==> src/rtl/vga_pkg.sv <==
// Shared constants and types for the 640x480@60Hz raster generator.
package vga_pkg;

   localparam int CNT_W   = 11;

   localparam int H_ACT   = 640;
   localparam int H_FP    = 16;
   localparam int H_SYNC  = 96;
   localparam int H_BP    = 48;
   localparam int V_ACT   = 480;
   localparam int V_FP    = 10;
   localparam int V_SYNC  = 2;
   localparam int V_BP    = 33;

   localparam int H_TOTAL = H_ACT + H_FP + H_SYNC + H_BP;
   localparam int V_TOTAL = V_ACT + V_FP + V_SYNC + V_BP;

   // Segment of one raster axis; the same encoding serves both axes.
   typedef enum logic [1:0] {
      ACTIVE = 2'd0,
      FP     = 2'd1,
      SYNC   = 2'd2,
      BP     = 2'd3
   } seg_t;

   typedef struct packed {
      logic [2:0] r;
      logic [2:0] g;
      logic [1:0] b;
   } rgb332_t;

   // Timing bits that travel through the alignment pipe.
   typedef struct packed {
      logic hs_n;
      logic vs_n;
      logic vis;
   } tmg_t;

   localparam tmg_t TMG_IDLE = '{hs_n: 1'b1, vs_n: 1'b1, vis: 1'b0};

   // Bit replication so full-scale 3-bit / 2-bit codes map to 8'hFF.
   function automatic logic [7:0] rep3(input logic [2:0] c);
      return {c, c, c[2:1]};
   endfunction

   function automatic logic [7:0] rep2(input logic [1:0] c);
      return {c, c, c, c};
   endfunction

endpackage

==> src/rtl/vga_if.sv <==
// Raster/colour bundle between the timing generator and the drawers/DAC.
interface vga_if;
   logic [7:0]  RGB_IN;
   logic [10:0] pixelX;
   logic [10:0] pixelY;
   logic        pixelEn;
   logic        startOfFrame;
   logic [7:0]  vgaR;
   logic [7:0]  vgaG;
   logic [7:0]  vgaB;
   logic        hsyncN;
   logic        vsyncN;
   logic        blankN;

   modport master (
      input  RGB_IN,
      output pixelX, pixelY, pixelEn, startOfFrame,
      output vgaR, vgaG, vgaB, hsyncN, vsyncN, blankN
   );

   modport slave (
      output RGB_IN,
      input  pixelX, pixelY, pixelEn, startOfFrame,
      input  vgaR, vgaG, vgaB, hsyncN, vsyncN, blankN
   );
endinterface

==> src/rtl/vga_axis_counter.sv <==
// One raster axis: position counter plus segment FSM.
//
//  state  | meaning
//  ACTIVE | count in 0 .. ACT-1, visible region
//  FP     | front porch
//  SYNC   | sync pulse (sync output asserted)
//  BP     | back porch, ends at TOTAL-1 where the count wraps to 0
//
// The state always agrees with the count: a transition is taken on the
// enable where the count sits on the last value of the current segment.
module vga_axis_counter
   import vga_pkg::*;
#(
   parameter int SEG_ACT  = 640,
   parameter int SEG_FP   = 16,
   parameter int SEG_SYNC = 96,
   parameter int SEG_BP   = 48
) (
   input  logic             clk,
   input  logic             resetN,
   input  logic             i_en,
   output logic [CNT_W-1:0] o_count,
   output logic             o_active,
   output logic             o_sync,
   output logic             o_last
);

   localparam int TOTAL = SEG_ACT + SEG_FP + SEG_SYNC + SEG_BP;

   localparam logic [CNT_W-1:0] ACT_END  = CNT_W'(SEG_ACT - 1);
   localparam logic [CNT_W-1:0] FP_END   = CNT_W'(SEG_ACT + SEG_FP - 1);
   localparam logic [CNT_W-1:0] SYNC_END = CNT_W'(SEG_ACT + SEG_FP + SEG_SYNC - 1);
   localparam logic [CNT_W-1:0] LAST     = CNT_W'(TOTAL - 1);

   seg_t             r_seg;
   seg_t             w_seg_next;
   logic [CNT_W-1:0] r_count;
   logic             w_last;

   assign w_last = (r_count == LAST);

   // Position counter, wraps TOTAL-1 -> 0.
   always_ff @(posedge clk) begin
      if (!resetN)
         r_count <= '0;
      else if (i_en)
         r_count <= w_last ? '0 : r_count + CNT_W'(1);
   end

   // Segment state register.
   always_ff @(posedge clk) begin
      if (!resetN)
         r_seg <= ACTIVE;
      else if (i_en)
         r_seg <= w_seg_next;
   end

   // Next segment when the count is on the current segment's last value.
   always_comb begin
      w_seg_next = r_seg;
      case (r_seg)
         ACTIVE:  if (r_count == ACT_END)  w_seg_next = FP;
         FP:      if (r_count == FP_END)   w_seg_next = SYNC;
         SYNC:    if (r_count == SYNC_END) w_seg_next = BP;
         BP:      if (w_last)              w_seg_next = ACTIVE;
         default: w_seg_next = ACTIVE;
      endcase
   end

   // Decoded segment flags.
   always_comb begin
      o_count  = r_count;
      o_active = (r_seg == ACTIVE);
      o_sync   = (r_seg == SYNC);
      o_last   = w_last;
   end

endmodule

==> src/rtl/vga_timing_gen.sv <==
// Raster timing generator: pixel divider, H/V axis counters, sync/blank
// alignment pipe and RGB332 -> 8:8:8 output register.
module vga_timing_gen
   import vga_pkg::*;
#(
   parameter int CLK_DIV    = 2,
   parameter int PIPE_DELAY = 1,
   parameter int H_ACT      = vga_pkg::H_ACT,
   parameter int H_FP       = vga_pkg::H_FP,
   parameter int H_SYNC     = vga_pkg::H_SYNC,
   parameter int H_BP       = vga_pkg::H_BP,
   parameter int V_ACT      = vga_pkg::V_ACT,
   parameter int V_FP       = vga_pkg::V_FP,
   parameter int V_SYNC     = vga_pkg::V_SYNC,
   parameter int V_BP       = vga_pkg::V_BP
) (
   input  logic  clk,
   input  logic  resetN,
   vga_if.master bus
);

   localparam logic [1:0] DIV_LAST = 2'(CLK_DIV - 1);

   logic [1:0]       r_div;
   logic             r_pix_en;
   logic             w_v_en;
   logic [CNT_W-1:0] w_h_count;
   logic [CNT_W-1:0] w_v_count;
   logic             w_h_active;
   logic             w_v_active;
   logic             w_h_sync;
   logic             w_v_sync;
   logic             w_h_last;
   logic             w_v_last;
   tmg_t             w_raw;
   tmg_t             w_out;
   tmg_t             r_pipe [PIPE_DELAY+1];
   rgb332_t          r_rgb;
   logic             r_sof;

   // Pixel-rate divider; pixelEn is registered so it is a clean one-clk strobe
   // (and stays high with CLK_DIV=1).
   always_ff @(posedge clk) begin
      if (!resetN) begin
         r_div    <= '0;
         r_pix_en <= 1'b0;
      end else begin
         r_pix_en <= (r_div == DIV_LAST);
         r_div    <= (r_div == DIV_LAST) ? '0 : r_div + 2'd1;
      end
   end

   // The vertical axis steps only on the pixel where the line wraps.
   assign w_v_en = r_pix_en && w_h_last;

   vga_axis_counter #(
      .SEG_ACT  (H_ACT),
      .SEG_FP   (H_FP),
      .SEG_SYNC (H_SYNC),
      .SEG_BP   (H_BP)
   ) u_h_axis (
      .clk      (clk),
      .resetN   (resetN),
      .i_en     (r_pix_en),
      .o_count  (w_h_count),
      .o_active (w_h_active),
      .o_sync   (w_h_sync),
      .o_last   (w_h_last)
   );

   vga_axis_counter #(
      .SEG_ACT  (V_ACT),
      .SEG_FP   (V_FP),
      .SEG_SYNC (V_SYNC),
      .SEG_BP   (V_BP)
   ) u_v_axis (
      .clk      (clk),
      .resetN   (resetN),
      .i_en     (w_v_en),
      .o_count  (w_v_count),
      .o_active (w_v_active),
      .o_sync   (w_v_sync),
      .o_last   (w_v_last)
   );

   // Raw timing bits for the pixel currently on pixelX/pixelY.
   always_comb begin
      w_raw      = TMG_IDLE;
      w_raw.hs_n = ~w_h_sync;
      w_raw.vs_n = ~w_v_sync;
      w_raw.vis  = w_h_active && w_v_active;
   end

   // Alignment pipe: PIPE_DELAY+1 stages so timing lands with the colour
   // that comes back from the drawers and through r_rgb.
   always_ff @(posedge clk) begin
      if (!resetN) begin
         for (int i = 0; i <= PIPE_DELAY; i++)
            r_pipe[i] <= TMG_IDLE;
      end else if (r_pix_en) begin
         r_pipe[0] <= w_raw;
         for (int i = 1; i <= PIPE_DELAY; i++)
            r_pipe[i] <= r_pipe[i-1];
      end
   end

   // Colour capture and start-of-frame flag, both on the pixel strobe.
   // r_sof goes high together with the counters landing on (0,0).
   always_ff @(posedge clk) begin
      if (!resetN) begin
         r_rgb <= '0;
         r_sof <= 1'b0;
      end else if (r_pix_en) begin
         r_rgb <= rgb332_t'(bus.RGB_IN);
         r_sof <= w_h_last && w_v_last;
      end
   end

   assign w_out = r_pipe[PIPE_DELAY];

   assign bus.pixelX       = w_h_count;
   assign bus.pixelY       = w_v_count;
   assign bus.pixelEn      = r_pix_en;
   assign bus.startOfFrame = r_sof;
   assign bus.hsyncN       = w_out.hs_n;
   assign bus.vsyncN       = w_out.vs_n;
   assign bus.blankN       = w_out.vis;
   assign bus.vgaR         = w_out.vis ? rep3(r_rgb.r) : 8'h00;
   assign bus.vgaG         = w_out.vis ? rep3(r_rgb.g) : 8'h00;
   assign bus.vgaB         = w_out.vis ? rep2(r_rgb.b) : 8'h00;

endmodule

==> src/flat_wrapper.sv <==
// flat-port wrapper written by rule: the top's interface ports become plain ports
module vga_timing_gen_flat import vga_pkg::*;
#(
   parameter int CLK_DIV    = 2,
   parameter int PIPE_DELAY = 1,
   parameter int H_ACT      = vga_pkg::H_ACT,
   parameter int H_FP       = vga_pkg::H_FP,
   parameter int H_SYNC     = vga_pkg::H_SYNC,
   parameter int H_BP       = vga_pkg::H_BP,
   parameter int V_ACT      = vga_pkg::V_ACT,
   parameter int V_FP       = vga_pkg::V_FP,
   parameter int V_SYNC     = vga_pkg::V_SYNC,
   parameter int V_BP       = vga_pkg::V_BP
)
  (clk, resetN, bus_RGB_IN, bus_pixelX, bus_pixelY, bus_pixelEn, bus_startOfFrame, bus_vgaR, bus_vgaG, bus_vgaB, bus_hsyncN, bus_vsyncN, bus_blankN);
  vga_if bus_i ();
  input  logic clk;
  input  logic resetN;
  input wire logic [$bits(bus_i.RGB_IN)-1:0] bus_RGB_IN;
  output wire logic [$bits(bus_i.pixelX)-1:0] bus_pixelX;
  output wire logic [$bits(bus_i.pixelY)-1:0] bus_pixelY;
  output wire logic [$bits(bus_i.pixelEn)-1:0] bus_pixelEn;
  output wire logic [$bits(bus_i.startOfFrame)-1:0] bus_startOfFrame;
  output wire logic [$bits(bus_i.vgaR)-1:0] bus_vgaR;
  output wire logic [$bits(bus_i.vgaG)-1:0] bus_vgaG;
  output wire logic [$bits(bus_i.vgaB)-1:0] bus_vgaB;
  output wire logic [$bits(bus_i.hsyncN)-1:0] bus_hsyncN;
  output wire logic [$bits(bus_i.vsyncN)-1:0] bus_vsyncN;
  output wire logic [$bits(bus_i.blankN)-1:0] bus_blankN;
  assign bus_i.RGB_IN = bus_RGB_IN;
  assign bus_pixelX = bus_i.pixelX;
  assign bus_pixelY = bus_i.pixelY;
  assign bus_pixelEn = bus_i.pixelEn;
  assign bus_startOfFrame = bus_i.startOfFrame;
  assign bus_vgaR = bus_i.vgaR;
  assign bus_vgaG = bus_i.vgaG;
  assign bus_vgaB = bus_i.vgaB;
  assign bus_hsyncN = bus_i.hsyncN;
  assign bus_vsyncN = bus_i.vsyncN;
  assign bus_blankN = bus_i.blankN;
  vga_timing_gen #(.CLK_DIV(CLK_DIV), .PIPE_DELAY(PIPE_DELAY), .H_ACT(H_ACT), .H_FP(H_FP), .H_SYNC(H_SYNC), .H_BP(H_BP), .V_ACT(V_ACT), .V_FP(V_FP), .V_SYNC(V_SYNC), .V_BP(V_BP)) u_core (.clk(clk), .resetN(resetN), .bus(bus_i));
endmodule
==> config.mk <==
export PLATFORM = sky130hd
export DESIGN_NAME = vga_timing_gen_flat
export DESIGN_NICKNAME = d
export VERILOG_FILES = /design/src/rtl/vga_pkg.sv /design/src/rtl/vga_if.sv /design/src/rtl/vga_axis_counter.sv /design/src/rtl/vga_timing_gen.sv /design/src/flat_wrapper.sv
export SDC_FILE = /design/constraint.sdc
export NUM_CORES = 1
export LEC_CHECK = 0
export ABC_CLOCK_PERIOD_IN_PS = 5400
export CAP_MARGIN = 20
export CORE_UTILIZATION = 52
export DETAILED_ROUTE_END_ITERATION = 10
export GPL_TIMING_DRIVEN = 0
export HOLD_SLACK_MARGIN = 0.12
export MAX_ROUTING_LAYER = met4
export PLACE_DENSITY_LB_ADDON = 0.12
export SLEW_MARGIN = 20
export SYNTH_ARGS = -nofsm -noshare
export SYNTH_HDL_FRONTEND = slang
export SYNTH_SLANG_ARGS = --single-unit
==> constraint.sdc <==
create_clock -name clk -period 5.4 [get_ports clk]
set_input_delay 0.54 -clock clk [delete_from_list [all_inputs] [get_ports clk]]
set_output_delay 0.54 -clock clk [all_outputs]
set_load 0.02 [all_outputs]
==> run metrics <==
status complete, no violations; Routed WL per cell 14.26 um; final setup margin 2871 ps; Layout Nets 348; max cap viols 0; Netlist Area Pre-Place 2337 um2; hpwl dp 3.834 mm; Worst-path clk slew 80 ps; Post-synth EDFFs 6; top cells by count, synth dfxtp_1, nor2_1, buf_4; CP Capture Point u_core.u_v_axis.r_seg[0]; Slowest cell on crit path or4_2; worst r2r dst u_core.u_v_axis.r_seg[0]; Synth Flop Type dfxtp_1; Seq/Total Area, Yosys 40.26%; Longest Clk Path Bufs 2; Post-Layout Cell Count 378; total grt overflow 0; Worst Path Buf+Inv 0; top-count cell post-synth dfxtp_1; routed wl met3 309 um; critical path type flop to flop; CP delay by family, top simple AND/OR/NAND/NOR gates; GP Congestion 0.9040; total CTS buffers 5; ys async rst share 0%; endpoints failing hold 0; placed inst area 2993 um2; hold-critical path depth 1; initial core utilization 54.05%; Final period util 46.84%; CP Data Arrival Time 2740 ps; clk_skew 3.625 ps; post-route ant nets 0; fillcell total 365; worst hold path class flop to flop; pre-CTS setup slack 2928 ps; hold-fix buffers at CTS 0; max-slew violation count 0; Die Ht 69.04 um; R2R depth 6; crit path max fanout 6; CTS sink count 44; Worst Tran Pin Value 658.1 ps; worst stage delay on the critical path 620 ps; Fin Hold WS 423.0 ps; H-tree levels 2; Synth top area share 32.55%; Cell Pwr Density 200.1 nW/um2; First DRT Iteration DRCs 100; Power Total 0.6157 mW; Worst setup EP type flop; initial antenna violation count 0; Ports 61; Cell Rows 24; core outline area 4324 um2; Post-Syn Instances 259; vias in the first global route 1940; Clock Latency Late Sink 300 ps; CTS tree done; final WL 5.391 mm; minimum clock period 2529 ps; CP Data Required Time 5610 ps; fmax 395.4 MHz; metal2 WL 2.595 mm; largest cells by area after synthesis dfxtp_1, edfxtp_1, ha_1, buf_4, nor2_1; Worst Setup SP u_core.u_v_axis.o_count[0]; Port Buf Inserts 59; DIE AREA 4767 um2; drt pass-1 iters 6; largest net degree at the start of global routing 14; share of cells above drive strength 1 7.669%; critical path depth 6; drt drc 0; count of state elements after synthesis 44; Synth-to-Final Area Change 31.64%; unique cell type count in the Yosys netlist 41; global-route wire length before repair 9.039 mm; Inst Count DP 370; antenna cells 0; setup bufs post-CTS 0; unrepaired setup endpoints after global routing no; RR Startpoint u_core.u_v_axis.o_count[0]; Syn. warnings 0; Static Leak 1.121 nW; GRT Resource Usage Total 24.18%; worst vdd ir 0.1781 mV; CP Cell Sequence ha_1 > nand2b_1 > or4_2 > a221o_1 > or4_1 > and3_1; Die Width 69.04 um; Syn Area/Cell 9.024 um2; FF-to-FF setup slack 2870 ps; Via density 5.468; fin util 71.15%; via count 2067; Highest Signal Layer met4; cell area after layout 3077 um2; Finish-stage setup viols 0; M1 wire length 2.383 mm; Synth area leader dfxtp_1; syn_nets 282; cts repair resizes 0; Critical Path Source Type flop; CTS Root Cell clkbuf_8; relative slew slack 56.13%; TNS Setup 0 ps
-- worst min-delay path by stage --
| stage | from | endpoint | slack, ps |
|---|---|---|---|
| 2_1_floorplan | u_core.r_div[0] | u_core.r_div[0] | 400 |
| 3_3_place_gp | u_core.r_div[0] | u_core.r_div[0] | 410 |
| 3_5_place_dp | u_core.r_div[0] | u_core.r_div[0] | 420 |
| 4_1_cts | u_core.r_div[0] | u_core.r_div[0] | 430 |
| 5_1_grt | u_core.r_div[0] | u_core.r_div[0] | 460 |
| 6_report | u_core.r_div[0] | u_core.r_div[0] | 420 |
-- cell usage in the layout, fill, tap and decap left out, drive strengths merged, types with 7 or more instances in the layout --
master and instances:
clkdlybuf4s50 59, dfxtp 38, nor2 30, buf 19
nand3 15, nand2 14, ha 13, clkbuf 12
inv 11, and2 11, xnor2 11, mux2i 10
nand4 9, nor3 8, xor2 7
-- state kept, by name (all words and copies together), names as in the netlist, 2 cells and up --
signal	cells
u_core.u_h_axis.o_count	11
u_core.u_v_axis.o_count	11
u_core.r_rgb	8
u_core.r_pipe	6
u_core.r_div	2
u_core.u_h_axis.r_seg	2
u_core.u_v_axis.r_seg	2
-- final cells by class --
cell class	count	area [um2]	share of cell area [%]
plain buffers	25	157.7	5.124
clock buffers	6	72.57	2.359
clock inverters	2	11.26	0.3660
flip-flops and latches	44	940.9	30.58
repair buffers	59	590.6	19.19
inverters	12	45.04	1.464
well taps	52	65.06	2.115
multi-input cells	178	1194	38.80
-- metal layers --
| layer | track usage (%) | vias up |
|---|---|---|
| met5 | - | - |
| met4 | 10.43 | 0 |
| met3 | 3.801 | 12 |
| met2 | 40.45 | 74 |
| met1 | 28.73 | 962 |
| li1 | - | 1019 |
-- power by group --
group	leakage (nW)	internal, mW	switching, mW	total [mW]
logic	0.726	0.0297	0.0354	0.0651
clock network	0.0388	0.0898	0.116	0.206
registers	0.356	0.340	0.00509	0.345
-- kinds of logic after synthesis --
group | share of synthesized area, %
mux | 4.283
xor+xnor | 6.745
simple gates | 28.59
flops | 40.26
fa+ha+maj | 6.959
compound gates | 4.497
buf+inv | 8.672
(Power assumes the default switching activity.)
